==> src/rtl/face_det_bus_pkg.sv <==
// Shared bus definitions for the face-detect result-writing path:
// bus widths, arbiter state encoding and address relocation / counter helpers.
package face_det_bus_pkg;

    localparam int ADDR_W = 32;
    localparam int DATA_W = 32;

    // Arbiter state encoding (kept as plain constants for legacy compatibility)
    localparam logic [0:0] ARB_IDLE  = 1'b0;
    localparam logic [0:0] ARB_GRANT = 1'b1;

    // Place a requester's word offset inside its own region; carry out of bit 31 is dropped.
    function automatic logic [ADDR_W-1:0] relocate(input logic [ADDR_W-1:0] addr,
                                                   input logic [7:0]        idx,
                                                   input int                shift);
        return addr + (ADDR_W'(idx) << shift);
    endfunction

    // 32-bit increment that sticks at all-ones instead of wrapping.
    function automatic logic [31:0] sat_inc32(input logic [31:0] value);
        return (value == 32'hFFFF_FFFF) ? value : value + 32'd1;
    endfunction

endpackage

==> src/rtl/write_master_arbiter_rr_pick.sv <==
// Round-robin pick: first set request bit searching upward from ptr, wrapping at N.
module write_master_arbiter_rr_pick #(
    parameter int N     = 4,
    parameter int IDX_W = 2
) (
    input  logic [N-1:0]     req,
    input  logic [IDX_W-1:0] ptr,
    output logic             valid,
    output logic [IDX_W-1:0] idx
);

    logic [IDX_W:0]   sum_s;
    logic [IDX_W-1:0] cand_s;

    // Scan from the farthest offset down so the nearest set bit after ptr is the last writer.
    always_comb begin
        valid  = 1'b0;
        idx    = '0;
        sum_s  = '0;
        cand_s = '0;
        for (int i = N - 1; i >= 0; i--) begin
            sum_s = {1'b0, ptr} + (IDX_W+1)'(i);
            if (sum_s >= (IDX_W+1)'(N)) begin
                sum_s = sum_s - (IDX_W+1)'(N);
            end else begin
                sum_s = sum_s;
            end
            cand_s = sum_s[IDX_W-1:0];
            if (req[cand_s]) begin
                valid = 1'b1;
                idx   = cand_s;
            end else begin
                valid = valid;
            end
        end
    end

endmodule

==> src/rtl/write_master_arbiter.sv <==
// Shares one pipelined Avalon write master among NUM_REQ result writers.
// Round-robin grants with bounded bursts, per-requester address relocation,
// registered output beat and an aggregated finish level.
// Optional statistics counters are built when WRITE_MASTER_ARBITER_STATS_EN is defined.
module write_master_arbiter
    import face_det_bus_pkg::*;
#(
    parameter int NUM_REQ      = 4,
    parameter int IDX_W        = 2,
    parameter int MAX_BURST    = 16,
    parameter int REGION_SHIFT = 20
) (
    input  logic                      iClk,
    input  logic                      iReset_n,
    input  logic                      iStart,
    input  logic [NUM_REQ-1:0]        iReq_write,
    input  logic [NUM_REQ*ADDR_W-1:0] iReq_address,
    input  logic [NUM_REQ*DATA_W-1:0] iReq_data,
    input  logic [NUM_REQ-1:0]        iReq_finish,
    output logic [NUM_REQ-1:0]        oReq_wait,
    input  logic                      iWM_wait_request,
    output logic                      oWM_write_request,
    output logic [ADDR_W-1:0]         oWM_write_address,
    output logic [DATA_W-1:0]         oWM_write_data,
    output logic                      oWM_finish,
    output logic [IDX_W-1:0]          oGrant_idx
`ifdef WRITE_MASTER_ARBITER_STATS_EN
    ,
    output logic [NUM_REQ*32-1:0]     oBeat_count,
    output logic [31:0]               oStall_cycles
`endif
);

    localparam int              BEAT_W    = $clog2(MAX_BURST + 1);
    localparam logic [BEAT_W-1:0] LAST_BEAT = BEAT_W'(MAX_BURST - 1);

    logic [0:0]         state_r;
    logic [IDX_W-1:0]   owner_r;
    logic [IDX_W-1:0]   rr_ptr_r;
    logic [BEAT_W-1:0]  beat_cnt_r;
    logic [NUM_REQ-1:0] done_mask_r;

    logic               pick_valid_s;
    logic [IDX_W-1:0]   pick_idx_s;
    logic               owner_write_s;
    logic               accepted_s;
    logic [IDX_W:0]     ptr_inc_s;
    logic [IDX_W-1:0]   next_ptr_s;
    logic [ADDR_W-1:0]  sel_addr_s;
    logic [DATA_W-1:0]  sel_data_s;

    write_master_arbiter_rr_pick #(
        .N     (NUM_REQ),
        .IDX_W (IDX_W)
    ) u_rr_pick (
        .req   (iReq_write),
        .ptr   (rr_ptr_r),
        .valid (pick_valid_s),
        .idx   (pick_idx_s)
    );

    assign oGrant_idx    = owner_r;
    assign owner_write_s = iReq_write[owner_r];
    assign accepted_s    = (state_r == ARB_GRANT) && owner_write_s && !iWM_wait_request;

    // Next round-robin pointer is the slot after the releasing owner, wrapping at NUM_REQ.
    always_comb begin
        ptr_inc_s = {1'b0, owner_r} + (IDX_W+1)'(1);
        if (ptr_inc_s >= (IDX_W+1)'(NUM_REQ)) begin
            next_ptr_s = '0;
        end else begin
            next_ptr_s = ptr_inc_s[IDX_W-1:0];
        end
    end

    // Only the owner sees wait low, and only while the write master is not stalling.
    always_comb begin
        oReq_wait = '1;
        for (int i = 0; i < NUM_REQ; i++) begin
            oReq_wait[i] = !((state_r == ARB_GRANT) && (owner_r == IDX_W'(i)) && !iWM_wait_request);
        end
    end

    // Select the owner's address and data lanes from the packed buses.
    always_comb begin
        sel_addr_s = '0;
        sel_data_s = '0;
        for (int i = 0; i < NUM_REQ; i++) begin
            if (owner_r == IDX_W'(i)) begin
                sel_addr_s = iReq_address[i*ADDR_W +: ADDR_W];
                sel_data_s = iReq_data[i*DATA_W +: DATA_W];
            end else begin
                sel_addr_s = sel_addr_s;
            end
        end
    end

    // Arbitration FSM: grant, count accepted beats, release on idle owner or full burst.
    always_ff @(posedge iClk) begin
        if (!iReset_n) begin
            state_r    <= ARB_IDLE;
            owner_r    <= '0;
            rr_ptr_r   <= '0;
            beat_cnt_r <= '0;
        end else begin
            case (state_r)
                ARB_IDLE: begin
                    if (pick_valid_s) begin
                        owner_r    <= pick_idx_s;
                        beat_cnt_r <= '0;
                        state_r    <= ARB_GRANT;
                    end
                end
                ARB_GRANT: begin
                    if (!owner_write_s || (accepted_s && (beat_cnt_r == LAST_BEAT))) begin
                        state_r    <= ARB_IDLE;
                        rr_ptr_r   <= next_ptr_s;
                        beat_cnt_r <= '0;
                    end else if (accepted_s) begin
                        beat_cnt_r <= beat_cnt_r + BEAT_W'(1);
                    end
                end
                default: begin
                    state_r <= ARB_IDLE;
                end
            endcase
            // A new job restarts fairness and the burst count, but never revokes a grant.
            if (iStart) begin
                rr_ptr_r   <= '0;
                beat_cnt_r <= '0;
            end
        end
    end

    // Output register: one write strobe per accepted beat; address/data hold otherwise.
    always_ff @(posedge iClk) begin
        if (!iReset_n) begin
            oWM_write_request <= 1'b0;
            oWM_write_address <= '0;
            oWM_write_data    <= '0;
        end else begin
            oWM_write_request <= accepted_s;
            if (accepted_s) begin
                oWM_write_address <= relocate(sel_addr_s, 8'(owner_r), REGION_SHIFT);
                oWM_write_data    <= sel_data_s;
            end
        end
    end

    // Finish aggregation: sticky per-requester flags, level raised only once the output has drained.
    always_ff @(posedge iClk) begin
        if (!iReset_n) begin
            done_mask_r <= '0;
            oWM_finish  <= 1'b0;
        end else if (iStart) begin
            done_mask_r <= '0;
            oWM_finish  <= 1'b0;
        end else begin
            done_mask_r <= done_mask_r | iReq_finish;
            oWM_finish  <= oWM_finish | ((&done_mask_r) && !oWM_write_request && !accepted_s);
        end
    end

`ifdef WRITE_MASTER_ARBITER_STATS_EN
    // Saturating per-requester beat counters and write-master stall counter.
    always_ff @(posedge iClk) begin
        if (!iReset_n) begin
            oBeat_count   <= '0;
            oStall_cycles <= '0;
        end else if (iStart) begin
            oBeat_count   <= '0;
            oStall_cycles <= '0;
        end else begin
            for (int i = 0; i < NUM_REQ; i++) begin
                if (accepted_s && (owner_r == IDX_W'(i))) begin
                    oBeat_count[i*32 +: 32] <= sat_inc32(oBeat_count[i*32 +: 32]);
                end
            end
            if ((state_r == ARB_GRANT) && owner_write_s && iWM_wait_request) begin
                oStall_cycles <= sat_inc32(oStall_cycles);
            end
        end
    end
`endif

endmodule

==> config.mk <==
export PLATFORM = sky130hd
export DESIGN_NAME = write_master_arbiter
export DESIGN_NICKNAME = d
export VERILOG_FILES = /design/src/rtl/face_det_bus_pkg.sv /design/src/rtl/write_master_arbiter_rr_pick.sv /design/src/rtl/write_master_arbiter.sv
export SDC_FILE = /design/constraint.sdc
export NUM_CORES = 1
export LEC_CHECK = 0
export BUFFER_PORTS_ARGS = -buffer_cell sky130_fd_sc_hd__buf_2
export CAP_MARGIN = 40
export CORE_AREA = 10 10 141 111
export CTS_BUF_LIST = sky130_fd_sc_hd__clkbuf_4
export DETAILED_ROUTE_END_ITERATION = 10
export DIE_AREA = 0 0 151 121
export PLACE_DENSITY = 0.85
export SETUP_SLACK_MARGIN = 0.15
export SLEW_MARGIN = 25
export SYNTH_ARGS = -nofsm -noshare
export SYNTH_HDL_FRONTEND = slang
export SYNTH_HIERARCHICAL = 1
export SYNTH_SLANG_ARGS = --single-unit
==> constraint.sdc <==
create_clock -name iClk -period 7 [get_ports iClk]
set_input_delay 0 -clock iClk [delete_from_list [all_inputs] [get_ports iClk]]
set_output_delay 0 -clock iClk [all_outputs]
set_load 0.03 [all_outputs]
# Word level (Yosys, flattened, before mapping)
# Index checks and enable logic that the tools add are counted.
[word_totals] ff_bits=80 out_inout_bits=72 word_cells=105
[classes] add_sub_neg=10 magnitude_cmp=10 eq_ne=6 mux=38 bitwise=4 reduce_logical=28
[ops] operator="$mux W32" n=8
[ops] operator="$add A32 B22 Y32" n=1
[ops] operator="$mux W2" n=9
[ops] operator="$lt A2 B3 Y1 const B" n=5
[ops] operator="$mux W5" n=3
[ops] operator="$logic_and A1 B1 Y1" n=13
[ops] operator="$ge A3 B3 Y1 const B" n=4
[ops] operator="$mux W1" n=11
[ops] operator="$bmux W1 S2" n=5
[ops] operator="$pmux W5 S2" n=1
[ops] operator="$logic_not A1 Y1" n=8
[ops] operator="$sub A2 B1 Y2 const B" n=4
[ops] operator="$add A2 B1 Y3 const B" n=2
[ops] operator="$add A2 B2 Y3 const B" n=2
[ops] operator="$reduce_and A2 Y1" n=3
[ops] operator="$add A5 B1 Y5 const B" n=1
[ops] operator="$eq A5 B4 Y1 const B" n=1
[ops] operator="$eq A2 B2 Y1 const B" n=2
[ops] operator="$or A4 B4 Y4" n=1
[ops] operator="$reduce_and A4 Y1" n=1
[ops] operator="$ge A2 B3 Y1 const B" n=1
[ops] operator="$ne A3 B1 Y1 const B" n=1
[ops] operator="$eq A2 B1 Y1 const B" n=1
[ops] operator="$logic_not A2 Y1" n=1
[ops] operator="6 further kinds" n=7

# Longest topological paths before layout
[depth] word_depth=11 depth_mapped=16 depth_no_buf=13

# By module
# The synthesis kept the hierarchy.
[modules_own_cells] mod="write_master_arbiter" instances=1 cells_each=646 area_per_inst_um2=4981.0 seq_area_each_um2=1601.5
[modules_own_cells] mod="write_master_arbiter_rr_pick" instances=1 cells_each=13 area_per_inst_um2=77.6 seq_area_each_um2=0.0

# Worst setup path after synthesis
# Ideal clock, no wire load.
[synth_timing] path_kind="register -> register" start="reg owner_r[1] (netlist: oGrant_idx[1])" end="reg oWM_write_address[29]" setup_time_ns=0.074 arrival_ns=3.387 slack_ns=3.539 stages_incl_launch_ff=17 n_path_buf=3 period_less_slack_ns=3.461 path_cell_list="dfxtp_1 inv_1 ha_1 buf_2 nor2b_1 buf_2 clkbuf_1 a22oi_1 nor2_1 a21oi_1 o21ai_0 ha_1 a21oi_1 and2b_4 nand2b_4 or4_1 a31oi_1"
[synth_via] elab_chain_len=6
[synth_lines] element="start, declared" line="write_master_arbiter.sv:38" rtl="logic [IDX_W-1:0] owner_r;"
[synth_lines] element="start signal, assigned" line="write_master_arbiter.sv:109" rtl="owner_r <= pick_idx_s;"
[synth_lines] element="$logic_not A2 Y1" line="write_master_arbiter.sv:89" rtl="if (owner_r == IDX_W'(i)) begin"
[synth_lines] element="$mux W32 (4 in a row)" line="write_master_arbiter.sv:89"
[synth_lines] element="$add A32 B22 Y32" line="face_det_bus_pkg.sv:16" rtl="return addr + (ADDR_W'(idx) << shift);"
[synth_lines] element="end signal, assigned" line="write_master_arbiter.sv:144" rtl="oWM_write_address <= relocate(sel_addr_s, 8'(owner_r), REGION_SHIFT);"
[synth_lines] element="end, declared" line="write_master_arbiter.sv:23" rtl="output logic [ADDR_W-1:0] oWM_write_address,"
# Parallel ways exist; a longest one is shown, timed or not. The select of a mux whose other input is x is not followed.
# A chain may end at the register's enable or synchronous reset.

# Worst setup path in the final report
# Ends and elaborated chain as after synthesis.

==> flow_metrics.py <==
metrics = {
    "synthesis": {
        "async_reset_ff_share_pct": 0,
        "synth-seq-cells": 80,
        "synth_top_area_share_pct": 31.66,
        "syn-num-nets": 936,
        "yosys.area.top_type": "dfxtp_1",
        "yosysWarningCount": 6,
        "syn_area_sq_mm": 0.005059,
        "syn_inst": 659,
        "synth-edff-count": 0,
        "ys_seq_area_share_pct": 31.66,
        "synth_area_leaders": "dfxtp_1 (32%), a211oi_1 (9.3%), a221oi_1 (9.2%)",
        "ys.flop_type": "dfxtp_1",
        "synth_cell_type_count": 52,
        "syn_area_per_cell_sq_um": 7.676,
    },
    "timing": {
        "clock.fmax_mhz": 261.1,
        "final-hold-violation-count": 0,
        "rsz0062_at_grt": "no",
        "setup_viol": 0,
        "fin_skew_ns": 0.01272,
        "setup_tns_ns": 0,
        "setup_slack_ns": 3.170,
        "tightestPinTransition_ns": 0.8577,
        "fin_crit_sh_pct": 54.72,
        "slew_viol_final": 0,
        "min_period_ns": 3.830,
        "slew-limit-headroom_pct": 42.82,
    },
    "setup_path": {
        "reg2reg_depth": 9,
        "r2r-start": "oGrant_idx[1]",
        "cp-end-kind": "flop",
        "crit_type": "flop to flop",
        "required_ns": 7.35,
        "startpoint_type": "flop",
        "crit_arrival_ns": 4.18,
        "crit_start": "oGrant_idx[1]",
        "crit_fanout": 67,
    },
    "global_route": {
        "grt_overflow": 0,
        "grt_pass1_vias": 6403,
        "grt_use_met2_pct": 39.21,
        "grt_usage_pct": 22.92,
        "top_usage_layer": "met2",
        "grt_util_met1_pct": 27.38,
        "grtUsageMet3_pct": 6.187,
        "grt_pass1_wl_um": 33910,
        "grt_max_degree": 124,
        "antenna_found_initial": 2,
    },
    "detailed_routing": {
        "routed_wl_um": 22470,
        "ant_nets": 0,
        "firstDrtPassIters": 7,
        "avgViaCountPerCell": 5.526,
        "drcViolationCount": 0,
        "routedWlPerCell_um": 18.87,
        "vias": 6582,
        "drt_iter0_drc": 523,
    },
    "power": {
        "clock_power_share_pct": 22.6,
        "powerDensity_mw_per_mm2": 162.9,
        "ir_drop_mv": 0.09242,
        "total_power_uw": 1231,
        "swShare_pct": 35.24,
        "p_leak_uw": 0.003329,
        "seq_power_share_pct": 40.3,
        "switchingPower_uw": 434.0,
        "p_int_uw": 797.3,
        "combinationalPowerShare_pct": 37.2,
    },
    "clock_network": {
        "post_cts_resized": 0,
        "htree_levels": 3,
        "clkSlewWorstSetupHoldPaths_ns": 0.13,
        "cts_setup_buffers": 0,
        "cts-buffers-inserted": 9,
        "clockBufferDepth": 2,
        "worstSkewPairLatency_ns": 0.42,
        "clock-root-buffer": "clkbuf_4",
        "tritoncts": "done",
        "cts.sinks": 80,
    },
    "hold_path": {
        "holdPathStages": 5,
        "hold_path_class": "input pin to flop",
        "min_from": "iReq_address[79]",
    },
    "floorplan": {
        "io_pins": 340,
        "core_sq_mm": 0.01279,
        "initial_core_util_pct": 39.54,
        "num_rows": 36,
        "die-area_sq_mm": 0.01827,
        "die_y_um": 121,
        "die_x_um": 151,
    },
    "outcome": {
        "status": "complete, no violations",
    },
    "place": {
        "place_ws_ns": 3.288,
        "place.gp.congestion": 0.8979,
        "port_buffers": 339,
        "dp_hpwl_um": 16420,
    },
    "final_layout": {
        "drive_gt1_share_pct": 37.36,
        "fin_nets": 1289,
        "area_growth_pct": 49.42,
    },
    "job": {
        "drv_cap": 0,
    },
}
worst max-delay path, cell delays in order, from the launching register on:
cell      delay, ns
dfxtp_1        0.60
ha_4           0.61
buf_4          0.64
o21ai_0        0.33
ha_1           0.35
a21oi_1        0.08
and2b_4        0.30
nand2b_4       0.08
or4_1          0.52
a31oi_1        0.16
cell families (layout without fill, tap and decap cells):
family                     count (synthesis)  in the layout  share of synthesized area (%)
muxes                                      3              3                         0.8409
xor gates and xnor gates                   8              8                          1.385
buffers and inverters                     71            429                          6.159
adders and majority gates                  9              9                          2.375
DFF                                       80             80                          31.66
AOI/OAI and AO/OA                        226            226                          31.59
other                                      0              3                              0
and+or+nand+nor                          262            262                          26.00
sequential cells by signal (all words and copies together), names as in the netlist:
register           flops
beat_cnt_r             5
done_mask_r            4
oGrant_idx             2
oWM_finish             1
oWM_write_address     32
oWM_write_data        32
oWM_write_request      1
rr_ptr_r               2
state_r                1
timing repair:
item                                    in CTS  in global routing
endpoints found under the setup margin       0                  0
hold buffers                                62                  0
hold endpoints to repair                    66                  0
placed cells by master, fill, tap and decap left out, drive strengths merged, types with 7 or more instances in the layout:
cell / count
a211oi: 65
a21oi: 65
a221oi: 53
buf: 344
clkbuf: 11
dfxtp: 80
dlygate4sd3: 62
ha: 8
inv: 7
nand2: 29
nand2b: 8
nor2: 89
nor2b: 59
nor3: 54
o21ai: 20
routing by layer:
metal / wire length, um / vias up
met3: 1935 / 41
met1: 8843 / 3023
met2: 11190 / 345
met4: 509 / 0
met5: 0 / -
li1: - / 3173
worst paths after layout:
kind	to	slack (ns)
max reg2reg	oWM_write_address[29]	3.17
min reg2reg	oWM_write_address[20]	0.47
max	oWM_write_address[29]	3.17
min	oWM_write_address[15]	0.04
stage by stage:
| step | hold slack, ns | util [%] | instances | area (sq um) |
|---|---|---|---|---|
| after floorplan | 0.1207 | - | 659 | 5059 |
| after detailed placement | 0.2235 | 53.08 | 1110 | 6790 |
| after CTS | 0.001944 | 59.03 | 1188 | 7551 |
| final | 0.04488 | 59.09 | 1191 | 7559 |
| after global routing | 0.03642 | 59.07 | 1190 | 7556 |
| after global placement | 0.2121 | 52.72 | 1108 | 6744 |
synth_stat cells, drive strengths merged (4+ instances only):
cell / instances
dfxtp: 80
a221oi: 53
xor2: 4
o221a: 5
a211oi: 65
xnor2: 4
nor2: 89
a21oi: 65
nor3: 54
clkbuf: 40
a31oi: 5
nand2b: 8
ha: 8
nor2b: 59
buf: 24
o21ai: 20
nand2: 29
inv: 7
nand4: 4
cell type report:
| class | count | area (sq um) |
|---|---|---|
| repair buffers | 406 | 2384 |
| well taps | 171 | 214.0 |
| inverters | 7 | 28.78 |
| flip-flops and latches | 80 | 1602 |
| diodes | 3 | 7.507 |
| fillers | 1139 | 5234 |
| clock inverters | 5 | 57.56 |
| multi-input cells | 508 | 3183 |
| clock buffers | 11 | 82.58 |
power groups by stage:
| stage | Clock (uW) | Combinational [uW] | Sequential [uW] |
|---|---|---|---|
| after CTS | 288 | 449 | 495 |
| after global routing | 307 | 499 | 499 |
| after floorplan | 0 | 218 | 549 |
| after global placement | 0 | 408 | 504 |
| after detailed placement | 0 | 419 | 505 |
| final | 278 | 458 | 496 |
Note: power is estimated with default switching activity, not from simulation.
